### src/rtl/fifo_thr.sv
// Synchronous FIFO with level-threshold flags and sticky overflow/underflow errors.
// Define FIFO_THR_FWFT_EN to build first-word fall-through read behaviour.
module fifo_thr #(
  parameter int FIFO_DEPTH = 16,
  parameter int DATA_WIDTH = 8,
  parameter int AFULL_THR  = FIFO_DEPTH - 2,
  parameter int AEMPTY_THR = 2
) (
  input  logic                              clk,
  input  logic                              reset,
  input  logic                              flush,
  input  logic                              wr_en,
  input  logic [DATA_WIDTH-1:0]             wr_data,
  output logic                              wr_ready,
  input  logic                              rd_en,
  output logic [DATA_WIDTH-1:0]             rd_data,
  output logic                              rd_val,
  output logic [$clog2(FIFO_DEPTH+1)-1:0]   level,
  output logic                              almost_full,
  output logic                              almost_empty,
  output logic                              overflow,
  output logic                              underflow
);

  localparam int PW = $clog2(FIFO_DEPTH);
  localparam int LW = $clog2(FIFO_DEPTH + 1);
  localparam logic [LW-1:0] DEPTH_L  = LW'(FIFO_DEPTH);
  localparam logic [LW-1:0] AFULL_L  = LW'(AFULL_THR);
  localparam logic [LW-1:0] AEMPTY_L = LW'(AEMPTY_THR);
  localparam logic [PW-1:0] PTR_LAST = PW'(FIFO_DEPTH - 1);

  logic [DATA_WIDTH-1:0] mem_q [FIFO_DEPTH];
  logic [PW-1:0]         wr_ptr_q, wr_ptr_d;
  logic [PW-1:0]         rd_ptr_q, rd_ptr_d;
  logic [LW-1:0]         level_q, level_d;
  logic                  ovf_q, ovf_d;
  logic                  unf_q, unf_d;
  logic                  wr_acc, rd_acc;

  always_comb begin
    wr_ready = (level_q < DEPTH_L);
    // Flush wins over any same-cycle request.
    wr_acc   = wr_en && wr_ready && !flush;
    rd_acc   = rd_en && (level_q != '0) && !flush;
    wr_ptr_d = wr_ptr_q;
    rd_ptr_d = rd_ptr_q;
    level_d  = level_q;
    ovf_d    = ovf_q | (wr_en && !wr_ready);
    unf_d    = unf_q | (rd_en && (level_q == '0));
    if (flush) begin
      wr_ptr_d = '0;
      rd_ptr_d = '0;
      level_d  = '0;
      ovf_d    = 1'b0;
      unf_d    = 1'b0;
    end else begin
      if (wr_acc) wr_ptr_d = (wr_ptr_q == PTR_LAST) ? '0 : wr_ptr_q + PW'(1);
      if (rd_acc) rd_ptr_d = (rd_ptr_q == PTR_LAST) ? '0 : rd_ptr_q + PW'(1);
      case ({wr_acc, rd_acc})
        2'b10:   level_d = level_q + LW'(1);
        2'b01:   level_d = level_q - LW'(1);
        default: level_d = level_q;
      endcase
    end
  end

  always_ff @(posedge clk or negedge reset) begin
    if (!reset) begin
      wr_ptr_q <= '0;
      rd_ptr_q <= '0;
      level_q  <= '0;
      ovf_q    <= 1'b0;
      unf_q    <= 1'b0;
    end else begin
      wr_ptr_q <= wr_ptr_d;
      rd_ptr_q <= rd_ptr_d;
      level_q  <= level_d;
      ovf_q    <= ovf_d;
      unf_q    <= unf_d;
    end
  end

  // Storage is deliberately left out of reset.
  always_ff @(posedge clk) begin
    if (wr_acc) mem_q[wr_ptr_q] <= wr_data;
  end

`ifdef FIFO_THR_FWFT_EN
  // Head word is shown directly; gated to zero while empty so reset reads 0.
  always_comb begin
    rd_val  = (level_q != '0);
    rd_data = rd_val ? mem_q[rd_ptr_q] : '0;
  end
`else
  logic [DATA_WIDTH-1:0] rd_data_q, rd_data_d;
  logic                  rd_val_q, rd_val_d;

  always_comb begin
    rd_val_d  = rd_acc;
    rd_data_d = rd_acc ? mem_q[rd_ptr_q] : rd_data_q;
  end

  always_ff @(posedge clk or negedge reset) begin
    if (!reset) begin
      rd_data_q <= '0;
      rd_val_q  <= 1'b0;
    end else begin
      rd_data_q <= rd_data_d;
      rd_val_q  <= rd_val_d;
    end
  end

  always_comb begin
    rd_val  = rd_val_q;
    rd_data = rd_data_q;
  end
`endif

  always_comb begin
    level        = level_q;
    almost_full  = (level_q >= AFULL_L);
    almost_empty = (level_q <= AEMPTY_L);
    overflow     = ovf_q;
    underflow    = unf_q;
  end

endmodule

### config.mk
export PLATFORM = sky130hd
export DESIGN_NAME = fifo_thr
export DESIGN_NICKNAME = d
export VERILOG_FILES = /design/src/rtl/fifo_thr.sv
export SDC_FILE = /design/constraint.sdc
export NUM_CORES = 1
export LEC_CHECK = 0
export BUFFER_PORTS_ARGS = -buffer_cell sky130_fd_sc_hd__buf_2
export CAP_MARGIN = 20
export CORE_MARGIN = 2
export CORE_UTILIZATION = 45
export CTS_BUF_LIST = sky130_fd_sc_hd__clkbuf_4
export CTS_CLUSTER_DIAMETER = 50
export DETAILED_ROUTE_END_ITERATION = 12
export PLACE_DENSITY = 0.71
export RECOVER_POWER = 100
export SETUP_SLACK_MARGIN = 0.15
export SYNTH_ARGS = -nofsm -noshare
export SYNTH_HDL_FRONTEND = slang
export SYNTH_SLANG_ARGS = --single-unit
### constraint.sdc
create_clock -name clk -period 4.7 [get_ports clk]
set_clock_uncertainty 0.05 [all_clocks]
set_input_delay 0.235 -clock clk [delete_from_list [all_inputs] [get_ports clk]]
set_output_delay 0.235 -clock clk [all_outputs]
set_load 0.03 [all_outputs]
* After elaboration in Yosys (flattened, before gate mapping)
Memory sizes are Yosys's and may differ from the RTL's. A register that Yosys moved wholly into a read port is not among the register bits.
Index checks and enable logic that the tools add are counted.
** Storage, ports and cells
- Register bits after elaboration :: 16
- Memory bits (writable) :: 128
- Output and inout bits :: 19
- Memories :: 1
** Memory list
- mem_q :: words 16, bits a word 8, read ports 1, clocked after Yosys merged registers in 1, wr ports 1, RTL line 32 : logic [DATA_WIDTH-1:0] mem_q [FIFO_DEPTH];
** Operators by class
- Add/subtract/negate cells :: 4
- Magnitude comparators :: 3
- Equality and inequality tests :: 4
- Mux-type cells :: 12
- Bitwise logic cells :: 2
- Reduce and logical (&&, ||, !) cells :: 14
** Operators by type and width (number)
- $mux W4 :: 6
- $pmux W5 S2 :: 1
- $add A4 B1 Y4 const B :: 2
- $eq A4 B4 Y1 const B :: 2
- $logic_and A1 B1 Y1 :: 6
- $add A5 B1 Y5 const B :: 1
- $ge A5 B4 Y1 const B :: 1
- $le A5 B2 Y1 const B :: 1
- $logic_not A5 Y1 :: 1
- $lt A5 B5 Y1 const B :: 1
- $mux W5 :: 1
- $reduce_bool A5 Y1 :: 1
- $sub A5 B1 Y5 const B :: 1
- $mux W1 :: 4
- $reduce_bool A2 Y1 :: 2
- $logic_not A1 Y1 :: 3
- $reduce_bool A3 Y1 :: 1
- $eq A2 B1 Y1 const B :: 1
- $eq A2 B2 Y1 const B :: 1
- $or A1 B1 Y1 :: 2

* Logic depth before layout (Yosys ltp)
Gate-level depths: netlist of the first run.
- Depth after elaboration :: 6
- Mapped depth :: 10
- Mapped depth without buffers :: 8

* Worst setup path after synthesis of the first run
OpenSTA, ideal clock, no wires.
- Kind :: flip-flop to flip-flop
- Start point :: register level_q[4], in the netlist level[4]
- End point :: register level_q[4], in the netlist level[4]
- Setup time :: 126 ps
- Data arrival time :: 2444 ps
- Data required time :: 4524 ps
- Setup slack :: 2079 ps
- Cell stages (with the launch flop) :: 11
- Buffers on the path :: 2
- Period minus slack after synthesis :: 2621 ps
- Cells stage by stage :: dfrtp_1 > buf_6 > nor2b_1 > clkbuf_1 > a211oi_1 > xor2_1 > ha_1 > nor2_1 > a2111oi_0 > o22ai_1 > a2bb2oi_2
** Between the ends
- Longest elaborated chain between the ends :: 6
** Ends and longest elaborated chain
- start: declaration :: RTL line 35 : logic [LW-1:0] level_q, level_d;
- start signal: assignment :: RTL line 77 : level_q <= level_d;
- $lt A5 B5 Y1 or $reduce_bool A5 Y1 (tied branches) :: RTL line 41, 44
- $logic_and A1 B1 Y1, on equally long branches (2 in series) :: RTL line 43, 44
- $eq A2 B1 Y1 or $eq A2 B2 Y1 (tied branches) :: RTL line 59 : case ({wr_acc, rd_acc})
- $pmux W5 S2 :: RTL line 59
- $mux W5 :: RTL line 50 : if (flush) begin
Several ways; a longest one is shown, not always the timed one.
A chain may end at the register's enable or synchronous reset.

* Final worst setup path of the first run
- Start point :: register level_q[4], in the netlist level[4]
- End point :: register rd_data_q[4], in the netlist rd_data[4] (read register of mem_q)
** Between the ends
- Longest elaborated chain between the ends :: 3
** Ends and longest elaborated chain
- $reduce_bool A5 Y1 :: RTL line 44 : rd_acc = rd_en && (level_q != '0) && !flush;
- $logic_and A1 B1 Y1 (2 in series) :: RTL line 44
- named net rd_acc :: RTL line 38 : logic wr_acc, rd_acc;
- end: declaration :: RTL line 95 : logic [DATA_WIDTH-1:0] rd_data_q, rd_data_d;
The timed path passes the listed nets, and every way through them passes these cells.

==> metrics.md, run 1 <==
| Metric | Value |
|---|---|
| Die width | `123 um` |
| Design Power | `3170 uW` |
| CTS Buf Count | `17` |
| All-layer global routing usage | `18.1%` |
| Starting Density | `45.7%` |
| Crit path DAT | `3530 ps` |
| Yosys Warn Count | `0` |
| Register bit total from synthesis | `152` |
| P&R area growth vs syn | `9.60%` |
| Via count | `3406` |
| Worst EP required | `5060 ps` |
| Fin crit period | `3170 ps` |
| RSZ-0062 raised after global routing | `no` |
| Worst-skew pair later-pin latency | `540 ps` |
| Critical path type | `flop to flop` |
| FP Rows | `43` |
| Synth unique cells | `49` |
| Final GP Congestion | `0.857` |
| Top Family by Delay on Critical Path | `compound AO/OA/AOI/OAI gates` |
| Total setup buffers inserted after CTS | `0` |
| Highest ir drop seen on vdd | `0.172 mV` |
| Clock buffer depth | `2` |
| Most common flop cell mapped by yosys | `edfxtp_1` |
| Post-route DRC violation count | `0` |
| Status | `finished, violations left` |
| # IOs | `32` |
| DR iter-0 viols | `394` |
| Multi-input logic area | `1730 um2` |
| Period utilisation layout | `67.4%` |
| Clock transition at path regs | `120 ps` |
| Register-to-Register Path Depth | `5` |
| Fraction of registers with async set or reset after synthesis | `15.8%` |
| PortBufs | `31` |
| Fin worst setup slack | `1530 ps` |
| Fin cells | `600` |
| Mean post-synth cell area | `17.7 um2` |
| PostCTS Resize Cnt | `0` |
| Core area | `13800 um2` |
| Largest net degree at the start of global routing | `36` |
| Setup TNS | `0 ps` |
| Post-DP HPWL | `7.80 mm` |
| CTS Sinks | `152` |
| LEAKAGE | `0.00221 uW` |
| Hold Path Class | `input pin to flop` |
| Avg WL per Cell | `20.7 um` |
| Critical path, cell by cell | `or3_1, o21ai_0, clkinv_1, nand2b_1, o221ai_1` |
| WP depth | `5` |
| Fmax | `0.316 GHz` |
| Post-placement cell count | `557` |
| Synthesized area | `6320 um2` |
| First-pass GRT wire length | `19.5 mm` |
| Hold Path Stages | `2` |
| Max Cap Viol | `1` |
| Relative slew slack | `-9.24%` |
| Vias in the first global route | `3479` |
| ANT nets after route | `0` |
| Worst-margin pin slew | `1640 ps` |
| Post-Syn Nets | `378` |
| Via density | `5.68` |
| CP max-delay cell | `o21ai_0` |
| Diodes inserted | `0` |
| CP peak stage delay | `1020 ps` |
| Routed Wire Length | `12.4 mm` |
| Post-Place Setup Slack | `1970 ps` |
| Initial antenna violation count | `0` |
| H-tree levels | `4` |
| Worst setup EP type | `flop` |
| Fill cell count | `1161` |
| Crit path max fanout | `10` |
| Seq/Total Area, Yosys | `70.3%` |
| Die Y | `123 um` |
| Gate count of the mapped netlist | `358` |
| Setup-failing EPs final | `0` |
| Share of layout cells above drive strength 1 | `17.6%` |
| Die area | `15000 um2` |
| Nets | `427` |
| Buf+Inv Stages, Crit Path | `1` |
| Storage cell area | `4440 um2` |
| Power per cell area | `457 nW/um2` |
| Violated checks | `max-capacitance violations, max-slew violations` |
| DRT Pass-1 Iters | `4` |
| Final Max Slew Viols | `29` |
| Startpoint Class | `flop` |
| Clk root buf | `clkbuf_4` |
| Number of synthesized flops with an enable pin | `128` |
| CTS tree | `done` |
| Total congestion overflow | `0` |
| Final Hold Viols | `0` |
==> where the power goes <==
| part | internal [uW] | leakage [uW] | switching, uW | total [uW] |
|---|---|---|---|---|
| logic | 311 | 0.000614 | 521 | 832 |
| clock network | 224 | 0.000125 | 447 | 670 |
| registers | 1540 | 0.00147 | 121 | 1660 |
==> layout by cell type, fill, tap and decap left out, drive strengths merged, types with 2 or more instances in the layout <==
| master | n |
|---|---|
| edfxtp | 128 |
| clkbuf | 55 |
| mux4 | 32 |
| dfrtp | 24 |
| nand2 | 20 |
| nor2 | 19 |
| mux2i | 17 |
| a21oi | 11 |
| dlygate4sd3 | 11 |
| o221ai | 9 |
| inv | 8 |
| nor3 | 7 |
| ha | 7 |
| o21ai | 7 |
| clkinv | 7 |
| buf | 6 |
| nand2b | 5 |
| or3 | 4 |
| xor2 | 3 |
| nor3b | 3 |
| a31oi | 3 |
| clkinvlp | 3 |
| or2 | 3 |
| nor2b | 2 |
| a211oi | 2 |
| nand3 | 2 |
| a311oi | 2 |
| o211ai | 2 |
| o2111a | 2 |
| nor4 | 2 |
| a2111oi | 2 |
==> Yosys cell counts, types with 3 or more instances <==
master | number | area share, %
a21oi_1 | 11 | 0.87
a31oi_1 | 3 | 0.30
buf_2 | 9 | 0.71
clkbuf_1 | 9 | 0.53
dfrtp_1 | 24 | 9.5
edfxtp_1 | 128 | 61
ha_1 | 7 | 1.4
inv_1 | 4 | 0.24
mux2i_1 | 17 | 2.7
mux4_2 | 32 | 11
nand2_1 | 20 | 1.2
nand2b_1 | 5 | 0.49
nor2_1 | 19 | 1.1
nor3_1 | 6 | 0.47
nor3b_1 | 3 | 0.36
o21ai_0 | 5 | 0.40
o221ai_1 | 9 | 1.2
or3_1 | 3 | 0.30
xor2_1 | 3 | 0.42
==> kinds of logic after synthesis <==
logic type | after synthesis | share of synthesized area [%]
simple gates | 71 | 5.62
mux | 50 | 14.3
flops | 152 | 70.3
compound gates | 47 | 5.96
fa+ha+maj | 7 | 1.38
buf+inv | 28 | 2.08
xor+xnor | 3 | 0.416
==> routing by layer <==
layer	vias to the layer above	wire, um	track usage, %
met5	-	0	0
met4	0	186	6.61
met3	16	979	5.86
met2	132	6180	28.9
met1	1716	5100	23.4
li1	1542	-	-
==> state kept, by name, indices dropped and copies added, names as in the netlist <==
signal,count
level,5
mem_q,128
overflow,1
rd_data,8
rd_ptr_q,4
rd_val,1
underflow,1
wr_ptr_q,4
==> through the flow <==
step | util [%] | cell area [um2] | hold WS (ps)
after floorplan | - | 6320 | -111
after global placement | 48.2 | 6670 | 212
after detailed placement | 48.3 | 6680 | 217
after CTS | 50.8 | 7020 | 20.4
after global routing | 50.1 | 6930 | 52.9
final | 50.1 | 6930 | 77.8
==> cell type report <==
class | instances | share of cell area, %
multi-input cells | 178 | 25.0
clock buffers | 20 | 2.17
inverters | 6 | 0.325
flip-flops and latches | 152 | 64.1
repair buffers | 52 | 4.03
well taps | 180 | 3.25
clock inverters | 12 | 1.10
==> worst reg2reg max path, cell delays in order, from the launching register on <==
cell and delay (ps):
dfrtp_1 500, or3_1 530, o21ai_0 1030, clkinv_1 320, nand2b_1 430, o221ai_1 200
==> timing repair <==
item / in CTS / in global routing
setup endpoints to repair: 0 / 0
hold buffers: 11 / 0
endpoints found under the hold margin: 153 / 0
==> final timing paths <==
check | from | to | slack (ps)
min reg2reg | rd_data[7] | rd_data[7] | 470
max | level[4] | rd_data[4] | 1530
max reg2reg | level[4] | rd_data[4] | 1530
min in group asynchronous | reset | rd_data[7] | 500
max in group asynchronous | reset | rd_ptr_q[3] | 3260
min | flush | rd_ptr_q[2] | 80
No activity file was read; power rests on OpenSTA's default activity.
==> inputs of run 2 (changes only) <==
Clock period 4.7 ns to 3 ns, I/O delays scaled along.
==> run 2 against run 1 <==
- the run now ends clean
- count of clock-buffer cells in the layout down 1
- utilization up 1.0 points
- sequential cell count unchanged
- first-iteration DRC count down 15%
- sequential power up 57%
- critical path type unchanged
- critical endpoint is now level[4]
- highest routed layer unchanged
==> metrics.md, run 2 (synthesis gave the netlist of run 1 again) <==
| Metric | Value |
|---|---|
| Register-to-Register Path Depth | `8 (+3)` |
| Initial antenna violation count | `0 (unchanged)` |
| Via density | `5.67 (about the same)` |
| Diodes inserted | `0 (unchanged)` |
| All-layer global routing usage | `17.8% (-0.34 points)` |
| Final GP Congestion | `0.899 (+4.9%)` |
| Post-route DRC violation count | `0 (unchanged)` |
| Fin cells | `612 (+2.0%)` |
| Setup TNS | `0 ps (unchanged)` |
| Die area | `15000 um2 (unchanged)` |
| Status | `finished, final reports clean` |
| Period utilisation layout | `85.5% (+18 points)` |
| RSZ-0062 raised after global routing | `no` |
| PortBufs | `31 (unchanged)` |
| LEAKAGE | `0.00226 uW (+2.3%)` |
| Post-Place Setup Slack | `270 ps (-1700 ps)` |
| Via count | `3472 (+1.9%)` |
| Post-placement cell count | `569 (+2.2%)` |
| Commonest non-fill, non-tap cells in the layout | `128 x edfxtp_1, 45 x clkbuf_1, 32 x mux4_2, 23 x dfrtp_1, 20 x nand2_1` |
| CTS tree | `done` |
| Core area | `13800 um2 (unchanged)` |
| CTS Buf Count | `17 (unchanged)` |
| Power per cell area | `724 nW/um2 (+58%)` |
| P&R area growth vs syn | `11.8%` |
| Commonest non-fill, non-tap cell in the layout | `edfxtp_1` |
| CP max-delay cell | `dfrtp_1` |
| Post-DP HPWL | `7.88 mm (+1.0%)` |
| Total setup buffers inserted after CTS | `0 (unchanged)` |
| Avg WL per Cell | `20.2 um (-2.6%)` |
| Max FFs per register | `128 (unchanged)` |
| First-pass GRT wire length | `19.4 mm (-0.92%)` |
| Clk root buf | `clkbuf_4` |
| Vias in the first global route | `3542 (+1.8%)` |
| Worst-margin pin slew | `1410 ps (-232 ps)` |
| Clock transition at path regs | `130 ps (about the same)` |
| Share of layout cells above drive strength 1 | `18.5% (+0.90 points)` |
| Top reg by flops | `mem_q` |
| Clock buffer depth | `2 (unchanged)` |
| Final hold slack | `411 ps (+333 ps)` |
| Die width | `123 um (unchanged)` |
| Final Hold Viols | `0 (unchanged)` |
| DR iter-0 viols | `335 (-15%)` |
| Crit path max fanout | `10 (unchanged)` |
| Final core occ | `51.1% (+1.0 points)` |
| Setup-failing EPs final | `0 (unchanged)` |
| Highest ir drop seen on vdd | `0.442 mV (+160%)` |
| Worst-skew pair later-pin latency | `530 ps (about the same)` |
| Nets | `440 (+3.0%)` |
| Starting Density | `45.7% (unchanged)` |
| Critical path type | `flop to flop` |
| Worst setup EP type | `flop` |
| Hold Path Class | `input pin to async pin` |
| H-tree levels | `4 (unchanged)` |
| Final Max Slew Viols | `0 (-100%)` |
| # IOs | `32 (unchanged)` |
| Worst EP required | `3370 ps (-1690 ps)` |
| FP Rows | `43 (unchanged)` |
| Relative slew slack | `6.19% (+15 points)` |
| ANT nets after route | `0 (unchanged)` |
| Total congestion overflow | `0 (unchanged)` |
| Fmax | `0.390 GHz (+23%)` |
| Buf+Inv Stages, Crit Path | `0 (-1)` |
| Startpoint Class | `flop` |
| Crit path DAT | `2930 ps (-600 ps)` |
| DRT Pass-1 Iters | `5 (+1)` |
| CP peak stage delay | `510 ps (-510 ps)` |
| Die Y | `123 um (unchanged)` |
| CTS Sinks | `152 (unchanged)` |
| Largest net degree at the start of global routing | `33 (-8.3%)` |
| Max Cap Viol | `0 (-1)` |
| Top Family by Delay on Critical Path | `compound AO/OA/AOI/OAI gates` |
| WP depth | `8 (+3)` |
| Worst reg2reg setup slack | `430 ps (-1100 ps)` |
| Critical path, cell by cell | `nor3_2, a211oi_2, xor2_1, ha_1, nor2_1, a2111oi_1, o22ai_1, a2bb2oi_2` |
| Fin worst setup slack | `434 ps (-1100 ps)` |
| Routed Wire Length | `12.4 mm (-0.62%)` |
| Fin crit period | `2570 ps (-601 ps)` |
==> run 2: power breakdown <==
group	internal [uW]	total [uW]	switching, uW
Combinational	499	1350	848
Clock	437	1170	734
Sequential	2420	2600	181
==> run 2: per-stage QoR <==
step	total power [uW]	area, um2
2_1_floorplan	3670	6320
3_3_place_gp	4000	6800
3_5_place_dp	4040	6800
4_1_cts	5200	7180
5_1_grt	5360	7070
6_report	5120	7070
==> run 2: worst paths after layout <==
kind / from / to
worst min register to register: overflow / overflow
max in group asynchronous: reset / rd_ptr_q[1]
worst max-delay path: level[4] / level[4]
worst min-delay path: reset / rd_data[2]
worst max register to register: level[4] / level[4]
min in group clk: wr_en / overflow
==> run 2: what timing repair did <==
item | CTS | global route
hold endpoints to repair | 163 | 0
hold buffers | 12 | 0
gates resized for setup | 0 | 2
endpoints found under the setup margin | 0 | 1
==> run 2: metal layers <==
metal	GRT usage (%)	up-vias	share of wire [%]
met4	5.46	0	0.83
li1	-	1567	-
met5	0	-	0
met3	5.16	8	5.6
met2	29.8	105	51
met1	22.5	1792	43
==> run 2: layout make-up <==
| class | count | area (um2) |
|---|---|---|
| repair buffers | 65 | 367 |
| inverters | 6 | 22.5 |
| flip-flops and latches | 152 | 4450 |
| well taps | 180 | 225 |
| multi-input cells | 178 | 1750 |
| clock buffers | 19 | 143 |
| clock inverters | 12 | 118 |
| fillers | 1167 | 6760 |
